--- config.mk ---
export PLATFORM = sky130hd
export DESIGN_NAME = id_ex_operand_stage
export DESIGN_NICKNAME = d
export VERILOG_FILES = /design/src/rtl/id_ex_operand_stage.sv
export SDC_FILE = /design/constraint.sdc
export NUM_CORES = 1
export LEC_CHECK = 0
export ABC_AREA = 1
export BUFFER_PORTS_ARGS = -buffer_cell sky130_fd_sc_hd__buf_2
export CAP_MARGIN = 20
export CORE_AREA = 2 2 166 168
export CTS_BUF_LIST = sky130_fd_sc_hd__clkbuf_8
export DETAILED_ROUTE_END_ITERATION = 16
export DIE_AREA = 0 0 168 170
export GPL_TIMING_DRIVEN = 0
export PLACE_DENSITY = 0.75
export REMOVE_ABC_BUFFERS = 1
export SYNTH_ARGS = -nofsm -noshare
export SYNTH_HDL_FRONTEND = slang
export SYNTH_SLANG_ARGS = --single-unit
--- constraint.sdc ---
create_clock -name clk -period 4.53 [get_ports clk]
set_input_delay 1.359 -clock clk [delete_from_list [all_inputs] [get_ports clk]]
set_output_delay 1.359 -clock clk [all_outputs]
set_load 0.1 [all_outputs]
--- src/rtl/id_ex_operand_stage.sv ---
// id_ex_operand_stage
// ID/EX operand register with same-cycle writeback bypass, MEM/WB forwarding
// into the EX operands, and load-use hazard detection. EX and MEM destination
// metadata are tracked here so writeback does not have to return them.
module id_ex_operand_stage #(
  parameter int         DATA_W = 64,
  parameter logic [4:0] XZR    = 5'd31
) (
  input  logic              clk,
  input  logic              reset_n,
  // Decode-side instruction
  input  logic              id_valid,
  input  logic [4:0]        id_ra1,
  input  logic [4:0]        id_ra2,
  input  logic [4:0]        id_wa,
  input  logic              id_regwrite,
  input  logic              id_memread,
  // Register file read data
  input  logic [DATA_W-1:0] rd1,
  input  logic [DATA_W-1:0] rd2,
  // Squash of the instruction entering EX
  input  logic              flush,
  // MEM-stage result
  input  logic [DATA_W-1:0] mem_alu_result,
  // Writeback port (shared with the register file)
  input  logic              wb_we3,
  input  logic [4:0]        wb_wa3,
  input  logic [DATA_W-1:0] wb_wd3,
  // Hazard and EX-stage outputs
  output logic              stall,
  output logic              ex_valid,
  output logic              ex_regwrite,
  output logic              ex_memread,
  output logic [4:0]        ex_wa,
  output logic [DATA_W-1:0] ex_opa,
  output logic [DATA_W-1:0] ex_opb
);

  // A producer matches a source when it is live, writes, targets that source
  // and the source is not the hard-wired zero register.
  function automatic logic reg_match(input logic [4:0] r,
                                     input logic [4:0] wa,
                                     input logic       we,
                                     input logic       v);
    return v && we && (wa == r) && (r != XZR);
  endfunction

  // ID/EX state
  logic              ex_valid_q,    ex_valid_d;
  logic              ex_regwrite_q, ex_regwrite_d;
  logic              ex_memread_q,  ex_memread_d;
  logic [4:0]        ex_wa_q,       ex_wa_d;
  logic [4:0]        ra1_q,         ra1_d;
  logic [4:0]        ra2_q,         ra2_d;
  logic [DATA_W-1:0] rd1_q,         rd1_d;
  logic [DATA_W-1:0] rd2_q,         rd2_d;

  // EX/MEM metadata
  logic              mem_valid_q;
  logic              mem_regwrite_q;
  logic              mem_memread_q;
  logic [4:0]        mem_wa_q;

  logic              load_hit;
  logic              bubble;
  logic              mem_fwd_a, mem_fwd_b;
  logic              wb_fwd_a,  wb_fwd_b;

  // Load-use detection: a load in EX whose destination a decode source needs.
  // A flush squashes the consumer anyway, so it masks the stall.
  always_comb begin
    load_hit = reg_match(id_ra1, ex_wa_q, ex_regwrite_q, 1'b1) ||
               reg_match(id_ra2, ex_wa_q, ex_regwrite_q, 1'b1);
    stall    = !flush && id_valid && ex_valid_q && ex_memread_q && load_hit;
    bubble   = flush || stall;
  end

  // ID/EX next state: bubble on flush/stall, writeback bypass on operand capture
  // because the register file read in this cycle does not yet see the write.
  always_comb begin
    ex_valid_d    = 1'b0;
    ex_regwrite_d = 1'b0;
    ex_memread_d  = 1'b0;
    if (!bubble) begin
      ex_valid_d    = id_valid;
      ex_regwrite_d = id_regwrite;
      ex_memread_d  = id_memread;
    end
    ex_wa_d = id_wa;
    ra1_d   = id_ra1;
    ra2_d   = id_ra2;
    rd1_d   = reg_match(id_ra1, wb_wa3, wb_we3, 1'b1) ? wb_wd3 : rd1;
    rd2_d   = reg_match(id_ra2, wb_wa3, wb_we3, 1'b1) ? wb_wd3 : rd2;
  end

  // ID/EX register. Source indices reset to XZR so nothing forwards while the
  // stage is empty and the operands read back as the cleared captured data.
  always_ff @(posedge clk or negedge reset_n) begin
    if (!reset_n) begin
      ex_valid_q    <= 1'b0;
      ex_regwrite_q <= 1'b0;
      ex_memread_q  <= 1'b0;
      ex_wa_q       <= 5'd0;
      ra1_q         <= XZR;
      ra2_q         <= XZR;
      rd1_q         <= '0;
      rd2_q         <= '0;
    end else begin
      ex_valid_q    <= ex_valid_d;
      ex_regwrite_q <= ex_regwrite_d;
      ex_memread_q  <= ex_memread_d;
      ex_wa_q       <= ex_wa_d;
      ra1_q         <= ra1_d;
      ra2_q         <= ra2_d;
      rd1_q         <= rd1_d;
      rd2_q         <= rd2_d;
    end
  end

  // EX/MEM metadata follows the EX stage unconditionally.
  always_ff @(posedge clk or negedge reset_n) begin
    if (!reset_n) begin
      mem_valid_q    <= 1'b0;
      mem_regwrite_q <= 1'b0;
      mem_memread_q  <= 1'b0;
      mem_wa_q       <= 5'd0;
    end else begin
      mem_valid_q    <= ex_valid_q;
      mem_regwrite_q <= ex_regwrite_q;
      mem_memread_q  <= ex_memread_q;
      mem_wa_q       <= ex_wa_q;
    end
  end

  // Operand forwarding: MEM (younger) over WB over the captured value. A load
  // in MEM has no data yet, so it never forwards from mem_alu_result.
  always_comb begin
    mem_fwd_a = reg_match(ra1_q, mem_wa_q, mem_regwrite_q, mem_valid_q) && !mem_memread_q;
    mem_fwd_b = reg_match(ra2_q, mem_wa_q, mem_regwrite_q, mem_valid_q) && !mem_memread_q;
    wb_fwd_a  = reg_match(ra1_q, wb_wa3, wb_we3, 1'b1);
    wb_fwd_b  = reg_match(ra2_q, wb_wa3, wb_we3, 1'b1);

    if (mem_fwd_a)     ex_opa = mem_alu_result;
    else if (wb_fwd_a) ex_opa = wb_wd3;
    else               ex_opa = rd1_q;

    if (mem_fwd_b)     ex_opb = mem_alu_result;
    else if (wb_fwd_b) ex_opb = wb_wd3;
    else               ex_opb = rd2_q;
  end

  assign ex_valid    = ex_valid_q;
  assign ex_regwrite = ex_regwrite_q;
  assign ex_memread  = ex_memread_q;
  assign ex_wa       = ex_wa_q;

endmodule

==> flow_summary.toml, run 1 <==
[detailed_routing]
drc_errors = 0
wirelength_mm = 40.1
vias = 11498
wl_per_cell_microns = 17.9
wl_met3_mm = 3.25
drtAntennaViolNets = 0
drt-met1-wl_mm = 15.9
first_pass_iters = 5
drtIter0Drc = 1181
wl_met2_mm = 19.5
drt-vias-per-instance = 5.13
top_layer = "met4"

[power]
power_w = 0.00412
p_leak_nw = 7.84
ir_drop_mv = 0.200
power_density_mw_per_mm2 = 307

[synth]
syn_area_sq_mm = 0.00977
syn_avg_cell_area_sq_um = 6.57
synth.area.top_cells = "dfrtp_1 37%, nand2_1 22%, nand3_1 13%, inv_1 8.3%, o21ai_1 4.6%"
ys_seq_area_share_pct = 39.6
synth.distinct_cells = 27
synth_top_area_share_pct = 36.9
synth-seq-cells = 154
syn_inst = 1487
yosys.area.top_type = "dfrtp_1"
yosysWarnings = 0

[timing]
slew-limit-headroom_pct = 43.8
slew_viol_final = 0
setup_viol = 0
min_period_ps = 4470
max_freq_mhz = 224
worst_pin_slew_ps = 844
finalCritPeriodShare_pct = 98.6
finalHoldViolCount = 0
fin_worst_skew_ps = 8.99

[cts]
cts_sinks = 154
cts_hold_buf = 0
clk_latency_ps = 440
cts_tree = "built"
clockBufferDepth = 2
path_clk_slew_ps = 100
tritoncts.num_buffers = 17
htree_levels = 4
cts_root_buffer = "clkbuf_8"

[outcome]
status = "completed"

[hold_path]
hold_path_end = "mem_valid_q"
hold_depth = 0
min_from = "ex_valid"
min_path_type = "flop to flop"

[cells_and_area]
stdcell_area_sq_mm = 0.0134
area_delta_synth_final_pct = 37.6
fillCellCount = 2612
drive_gt1_share_pct = 28.5
final_nets = 2169

[floorplan]
die_w_microns = 168
dieHeight_microns = 170
ios = 420
row_count = 60
dieArea_sq_mm = 0.0286
start_util_pct = 36.7
core-area_sq_mm = 0.0267

[worst_setup_path]
crit_path_end_kind = "output pin"
r2r_cells = 9
cp.arrival_ps = 3110
r2r_start = "ex_wa[2]"
path_class = "input pin to output pin"
cp_max_fo = 7
critPathLaunchType = "input pin"
ff2ff_setup_slack_ps = 3240
rr_endpoint = "ex_regwrite"
crit_required_ps = 3170

[grt]
grt_max_degree = 86
grt_overflow = 0
grt_pass1_vias = 11130
antenna_found_initial = 2
grt_pass1_wl_mm = 59.8
grtUsageTotal_pct = 27.1

[placed_design]
dpl_cell_area_sq_mm = 0.0121
io_buffer_count = 419
gp_congestion = 0.886
hpwl_mm = 24.1

[flow_run]
max_cap_violations = 0
-- critical path: stages --
cell and delay [ps]:
buf_2 110, inv_1 220, o21ai_2 150, nor2_4 310, nand3_4 110, buf_4 200
nand2_1 70, nand3_1 60, nand2_1 80, buf_2 420
-- power breakdown --
part / switching (W) / total, W / internal [W]
Sequential: 0.0000330 / 0.00149 / 0.00146
Combinational: 0.00119 / 0.00158 / 0.000395
Clock: 0.000599 / 0.00105 / 0.000448
-- cells by family (layout without fill, tap and decap cells) --
kind of cell              Yosys count  count (layout)  share of synthesized area (%)
AOI/OAI and AO/OA                 136             136                           7.08
buffers and inverters             312             715                           14.1
DFF                               154             154                           39.6
other                               0               3                              0
xor gates and xnor gates           23              23                           2.06
and+or+nand+nor                   862             871                           37.2
-- per-layer routing --
layer | GRT usage, % | vias to the layer above
li1 | - | 5415
met1 | 33.6 | 5338
met2 | 46.5 | 657
met3 | 4.56 | 88
met4 | 12.2 | 0
met5 | 0 | -
-- timing repair --
action | in CTS | in global routing
pin swaps | 10 | 4
cloned | 9 | 2
buffers inserted | 25 | 6
setup endpoints to repair | 128 | 127
gates resized for setup | 100 | 69
-- sequential cells by signal, indices dropped and copies added, names as in the netlist --
signal / cells
ex_valid: 1
mem_memread_q: 1
ra2_q: 5
ex_regwrite: 1
ex_wa: 5
ex_memread: 1
rd2_q: 64
mem_wa_q: 5
mem_valid_q: 1
rd1_q: 64
mem_regwrite_q: 1
ra1_q: 5
-- cell type report --
| class | count | area, sq um | share of cell area [%] |
|---|---|---|---|
| clock inverters | 15 | 143 | 1.06 |
| clock buffers | 17 | 234 | 1.74 |
| multi-input cells | 1030 | 4780 | 35.6 |
| inverters | 219 | 855 | 6.36 |
| diodes | 3 | 7.51 | 0.0558 |
| flip-flops and latches | 154 | 3870 | 28.8 |
| repair buffers | 464 | 3130 | 23.3 |
| well taps | 341 | 427 | 3.17 |
-- metrics by stage --
stage	utilization [%]	setup slack [ps]	hold slack, ps	std cells	TNS, ps
final	50.4	64.3	444	2243	0
after CTS	49.5	2.52	430	2232	0
after global routing	50.4	-15.7	458	2242	-15.7
after floorplan	-	-1810	948	1394	-231160
after global placement	44.0	-4430	427	2154	-683530
after detailed placement	45.3	-1360	425	2166	-107690
-- Yosys cell counts (all sizes together) --
library cell / number
inv: 219
nand2: 562
dfstp: 10
a21oi: 3
nor3: 8
o22ai: 1
nor2: 25
buf: 74
xnor2: 12
nand3: 265
dfrtp: 144
xor2: 11
o211ai: 1
clkbuf: 19
o21ai: 131
or2: 1
nor3b: 1
-- worst max path at each step --
| stage | startpoint | endpoint | slack (ps) | cells after the start |
|---|---|---|---|---|
| global route | ra1_q[3] | ex_opa[56] | -20 | 7 |
| detailed placement | wb_wa3[4] | ex_opb[38] | -1360 | 10 |
| global placement | wb_wa3[3] | ex_opa[21] | -4430 | 11 |
| floorplan | wb_wa3[3] | ex_opa[0] | -1810 | 9 |
| CTS | wb_wa3[1] | ex_opa[20] | 3 | 10 |
| finish | wb_wa3[1] | ex_opa[39] | 60 | 10 |
-- layout by cell type (no fill, tap or decap), types with 2 or more instances in the layout --
cell,Yosys,layout
a21oi_1,3,3
buf_6,12,6
clkinv_4,0,4
nand3_2,4,2
xnor2_1,12,12
buf_8,0,5
buf_4,6,89
clkinvlp_4,0,3
dfstp_2,10,10
inv_2,4,2
diode_2,0,3
nor3_4,2,4
nor2_4,0,5
nor3_1,6,4
inv_1,215,215
nand2_1,562,557
buf_16,0,7
clkbuf_4,6,44
o21ai_2,2,2
nand2_8,0,2
inv_6,0,4
inv_8,0,2
dfrtp_1,144,144
nand3_1,261,261
nor2_2,2,3
nand2_4,0,4
buf_12,0,12
xor2_1,11,11
clkbuf_8,0,17
o21ai_1,89,89
buf_2,56,299
nor2_1,23,18
o21ai_0,40,40
nand3_4,0,8
No activity file was read; power rests on OpenSTA's default activity.
==> run 2, diff against run 1 <==
PLACE_DENSITY = not set   (was 0.75)
==> flow_summary.toml, run 2 (same netlist as run 1, synthesis figures left out) <==
[cells_and_area]
area_delta_synth_final_pct = 38.6
final_common_cell = "nand2_1"
stdcell_area_sq_mm = 0.0135
drive_gt1_share_pct = 28.3
final_nets = 2155
reg_top3 = "rd1_q x64, rd2_q x64"
multi_input_area_sq_mm = 0.00472
fillCellCount = 2720
register_area_sq_mm = 0.00387
final_cell_mix = "552 x nand2_1, 290 x buf_2, 260 x nand3_1"

[floorplan]
dieHeight_microns = 170
dieArea_sq_mm = 0.0286
start_util_pct = 36.7
die_w_microns = 168
core-area_sq_mm = 0.0267
ios = 420
row_count = 60

[power]
p_leak_nw = 7.88
ir_drop_mv = 0.171
power_density_mw_per_mm2 = 312
power_w = 0.00423

[cts]
cts_tree = "built"
cts_hold_buf = 0
tritoncts.num_buffers = 17
clk_latency_ps = 460
cts_sinks = 154
clockBufferDepth = 2
cts_root_buffer = "clkbuf_8"
htree_levels = 4
path_clk_slew_ps = 90

[worst_setup_path]
critPathSlowestCell = "buf_4"
ff2ff_setup_slack_ps = 3180
cp.arrival_ps = 3070
critPathLaunchType = "input pin"
crit_path_end_kind = "output pin"
cp_max_fo = 16
crit_path_end = "ex_opb[30]"
max_stage_delay_ps = 310
crit_required_ps = 3170
r2r_start = "ex_wa[1]"
rr_endpoint = "ex_memread"
crit_top_cell = "nand2_1"
path_cells = "buf_2 > xnor2_1 > nand2_1 > nor2_4 > buf_12 > nand3_4 > buf_12 > nand2_1 > nand3_1 > nand2_1 > buf_4"
path_class = "input pin to output pin"
startpoint = "wb_wa3[4]"
r2r_cells = 9

[detailed_routing]
drt-vias-per-instance = 4.98
first_pass_iters = 7
drtIter0Drc = 989
drtAntennaViolNets = 0
wirelength_mm = 40.3
vias = 11115
wl_per_cell_microns = 18.0
drc_errors = 0

[placed_design]
dpl_cell_area_sq_mm = 0.0122
gp_congestion = 0.836
hpwl_mm = 26.0
io_buffer_count = 419

[timing]
slew_viol_final = 0
worst_pin_slew_ps = 708
finalHoldViolCount = 0
setup_viol = 0
max_freq_mhz = 226
slew-limit-headroom_pct = 52.8
finalCritPeriodShare_pct = 97.7
min_period_ps = 4430
rsz0062_at_grt = "false"
fin_worst_skew_ps = 15.0
setup_tns_ps = 0

[grt]
grt_pass1_wl_mm = 59.9
grt_max_degree = 83
grtUsageTotal_pct = 27.2
grt_overflow = 0
grt_pass1_vias = 10644
antenna_found_initial = 7

[flow_run]
max_cap_violations = 0

[hold_path]
min_path_type = "flop to flop"
min_from = "ex_valid"

[outcome]
status = "completed"
==> run 2: metrics by stage <==
stage	setup slack, ps	utilization, %	hold slack, ps	instances
after detailed placement	-824	45.8	416	2171
after CTS	1.39	49.7	438	2219
after floorplan	-1810	-	948	1394
after global placement	-4960	44.0	412	2154
final	104	50.8	444	2231
after global routing	5.57	50.8	463	2230
==> run 2: how the worst min path moves through the flow <==
stage	end	slack, ps	cells past startpoint
after floorplan	mem_regwrite_q	950	0
after global placement	mem_valid_q	410	0
after detailed placement	mem_valid_q	420	0
after CTS	mem_regwrite_q	440	0
after global routing	mem_regwrite_q	460	0
final	mem_valid_q	440	0
==> run 2: layer usage <==
metal	vias up	global-route usage, %	wire length (microns)
li1	5386	-	-
met1	5172	35.2	16400
met2	495	46.8	19900
met3	58	4.95	3180
met4	4	7.79	763
met5	-	0	27
==> run 2: critical path, delay by kind of cell <==
kind                   cells  cell delay, ps
buffers and inverters      4             810
XOR/XNOR                   1             170
AND/OR/NAND/NOR            6             710
==> run 2: power breakdown <==
part / switching, W / total [W] / internal [W]
registers: 0.0000331 / 0.00149 / 0.00146
clock network: 0.000623 / 0.00114 / 0.000514
logic: 0.00118 / 0.00159 / 0.000418
==> run 2: what timing repair did <==
action	4_1_cts	5_1_grt
setup buffers	11	5
setup endpoints to repair	128	128
cloned	5	2
gates resized for setup	140	57
pin swaps	7	7
==> run 2: layout make-up <==
class                      count  share of cell area [%]
multi-input combinational   1025                    34.9
sequential                   154                    28.6
timing repair buffer         455                    24.0
inverter                     219                    6.24
tap                          341                    3.15
clock buffer                  17                    1.73
clock inverter                15                    1.35
antenna                        5                  0.0924
==> run 3, diff against run 2 <==
GPL_TIMING_DRIVEN = not set   (was 0)
==> flow_summary.toml, run 3 (same netlist as run 1, synthesis figures left out) <==
[placed_design]
dpl_cell_area_sq_mm = 0.0140
hpwl_mm = 27.6
io_buffer_count = 419
gp_congestion = 0.873
place_ws_ps = 22.5

[timing]
slew-limit-headroom_pct = 41.5
finalWorstSetupSlack_ps = 108
fin_worst_skew_ps = 10.9
finalCritPeriodShare_pct = 97.6
finalHoldViolCount = 0
worst_pin_slew_ps = 877
min_period_ps = 4420
whs_ps = 450
rsz0062_at_grt = "false"
slew_viol_final = 0
setup_viol = 0
max_freq_mhz = 226

[power]
p_comb_share_pct = 40.7
p_leak_nw = 8.22
power_w = 0.00436
p_switching_w = 0.00180
p_seq_share_pct = 34.3
power_density_mw_per_mm2 = 302
clkPwrFrac_pct = 25.1
internal_power_w = 0.00257
ir_drop_mv = 0.184
p_sw_share_pct = 41.2

[floorplan]
start_util_pct = 36.7
dieArea_sq_mm = 0.0286
ios = 420
dieHeight_microns = 170
row_count = 60
die_w_microns = 168
core-area_sq_mm = 0.0267

[detailed_routing]
wirelength_mm = 38.7
drc_errors = 0
drt-vias-per-instance = 4.93
vias = 10957
drtAntennaViolNets = 0
first_pass_iters = 5
drtIter0Drc = 850
wl_per_cell_microns = 17.4

[worst_setup_path]
path_class = "input pin to output pin"
cp_max_fo = 33
crit_path_end = "ex_opb[30]"
critPathLaunchType = "input pin"
rr_endpoint = "ex_memread"
startpoint = "wb_wa3[4]"
r2r_start = "ex_wa[3]"
ff2ff_setup_slack_ps = 3230
r2r_cells = 9
crit_required_ps = 3170
cp.arrival_ps = 3060
crit_path_end_kind = "output pin"

[grt]
grt_pass1_wl_mm = 59.8
grt_pass1_vias = 10785
grt_max_degree = 89
grtUsageTotal_pct = 27.0
grt_overflow = 0
antenna_found_initial = 11

[cts]
path_clk_slew_ps = 90
htree_levels = 4
cts_root_buffer = "clkbuf_8"
cts_hold_buf = 0
clockBufferDepth = 2
cts_tree = "built"
clk_latency_ps = 440
cts_sinks = 154
tritoncts.num_buffers = 17

[cells_and_area]
stdcell_area_sq_mm = 0.0145
reg_top3 = "rd1_q x64, rd2_q x64"
drive_gt1_share_pct = 27.1
final_cell_mix = "558 x nand2_1, 290 x buf_2, 261 x nand3_1"
final_util_pct = 54.2
final_nets = 2143
area_delta_synth_final_pct = 48.0
final_common_cell = "nand2_1"

[outcome]
status = "completed"

[hold_path]
min_path_type = "flop to flop"

[flow_run]
max_cap_violations = 0
==> run 3: cell types whose count changed in the layout (fill, tap and decap cells not counted), moves of 4 or more <==
cell      change
nand2_2       -4
diode_2       +5
buf_4        -85
clkbuf_4     -10
buf_16       -10
buf_12      +117
nand2_1       +6
buf_6        -16
nor2_1        +4
==> run 3: timing repair <==
item	CTS	global route
resized for setup	0	1
endpoints found under the setup margin	0	8
buffers inserted	0	0
==> run 3: final cells by class <==
| type | count | area [sq um] |
|---|---|---|
| fillers | 2579 | 12200 |
| multi-input cells | 1021 | 4570 |
| inverters | 219 | 822 |
| well taps | 341 | 427 |
| diodes | 10 | 25.0 |
| flip-flops and latches | 154 | 3870 |
| repair buffers | 447 | 4340 |
| clock inverters | 14 | 160 |
| clock buffers | 18 | 248 |
==> run 3: worst max-delay path: stages <==
cell	delay (ps)
buf_2	140
xnor2_1	170
nand2_1	110
nor2_4	170
buf_4	450
nand3_1	220
nand3_1	120
nand2_1	120
buf_12	190
==> run 3: how the worst min path moves through the flow <==
stage	startpoint	to	slack [ps]	depth (start not counted)
floorplan	ex_regwrite	mem_regwrite_q	950	0
global route	ex_valid	mem_valid_q	460	0
detailed placement	ex_valid	mem_valid_q	420	0
finish	ex_valid	mem_valid_q	450	0
global placement	ex_valid	mem_valid_q	430	0
CTS	ex_valid	mem_valid_q	460	0
==> run 3: routing by layer <==
layer | vias to the layer above | track usage (%) | share of wire (%)
met5 | - | 0 | 0.028
met4 | 2 | 9.45 | 2.8
met3 | 68 | 5.81 | 7.4
met2 | 486 | 47.4 | 49
met1 | 5049 | 32.9 | 40
li1 | 5352 | - | -
==> run 3: power groups by stage <==
| stage | Clock, W | Sequential, W | Combinational [W] |
|---|---|---|---|
| floorplan | 0 | 0.00154 | 0.00101 |
| global placement | 0 | 0.00152 | 0.00177 |
| detailed placement | 0 | 0.00152 | 0.00178 |
| CTS | 0.00113 | 0.00149 | 0.00178 |
| global route | 0.00119 | 0.00150 | 0.00187 |
| finish | 0.00109 | 0.00150 | 0.00177 |
==> run 3: through the flow <==
step	std cells	TNS, ps
2_1_floorplan	1394	-231160
3_3_place_gp	2182	0
3_5_place_dp	2182	0
4_1_cts	2214	0
5_1_grt	2221	0
6_report	2224	0
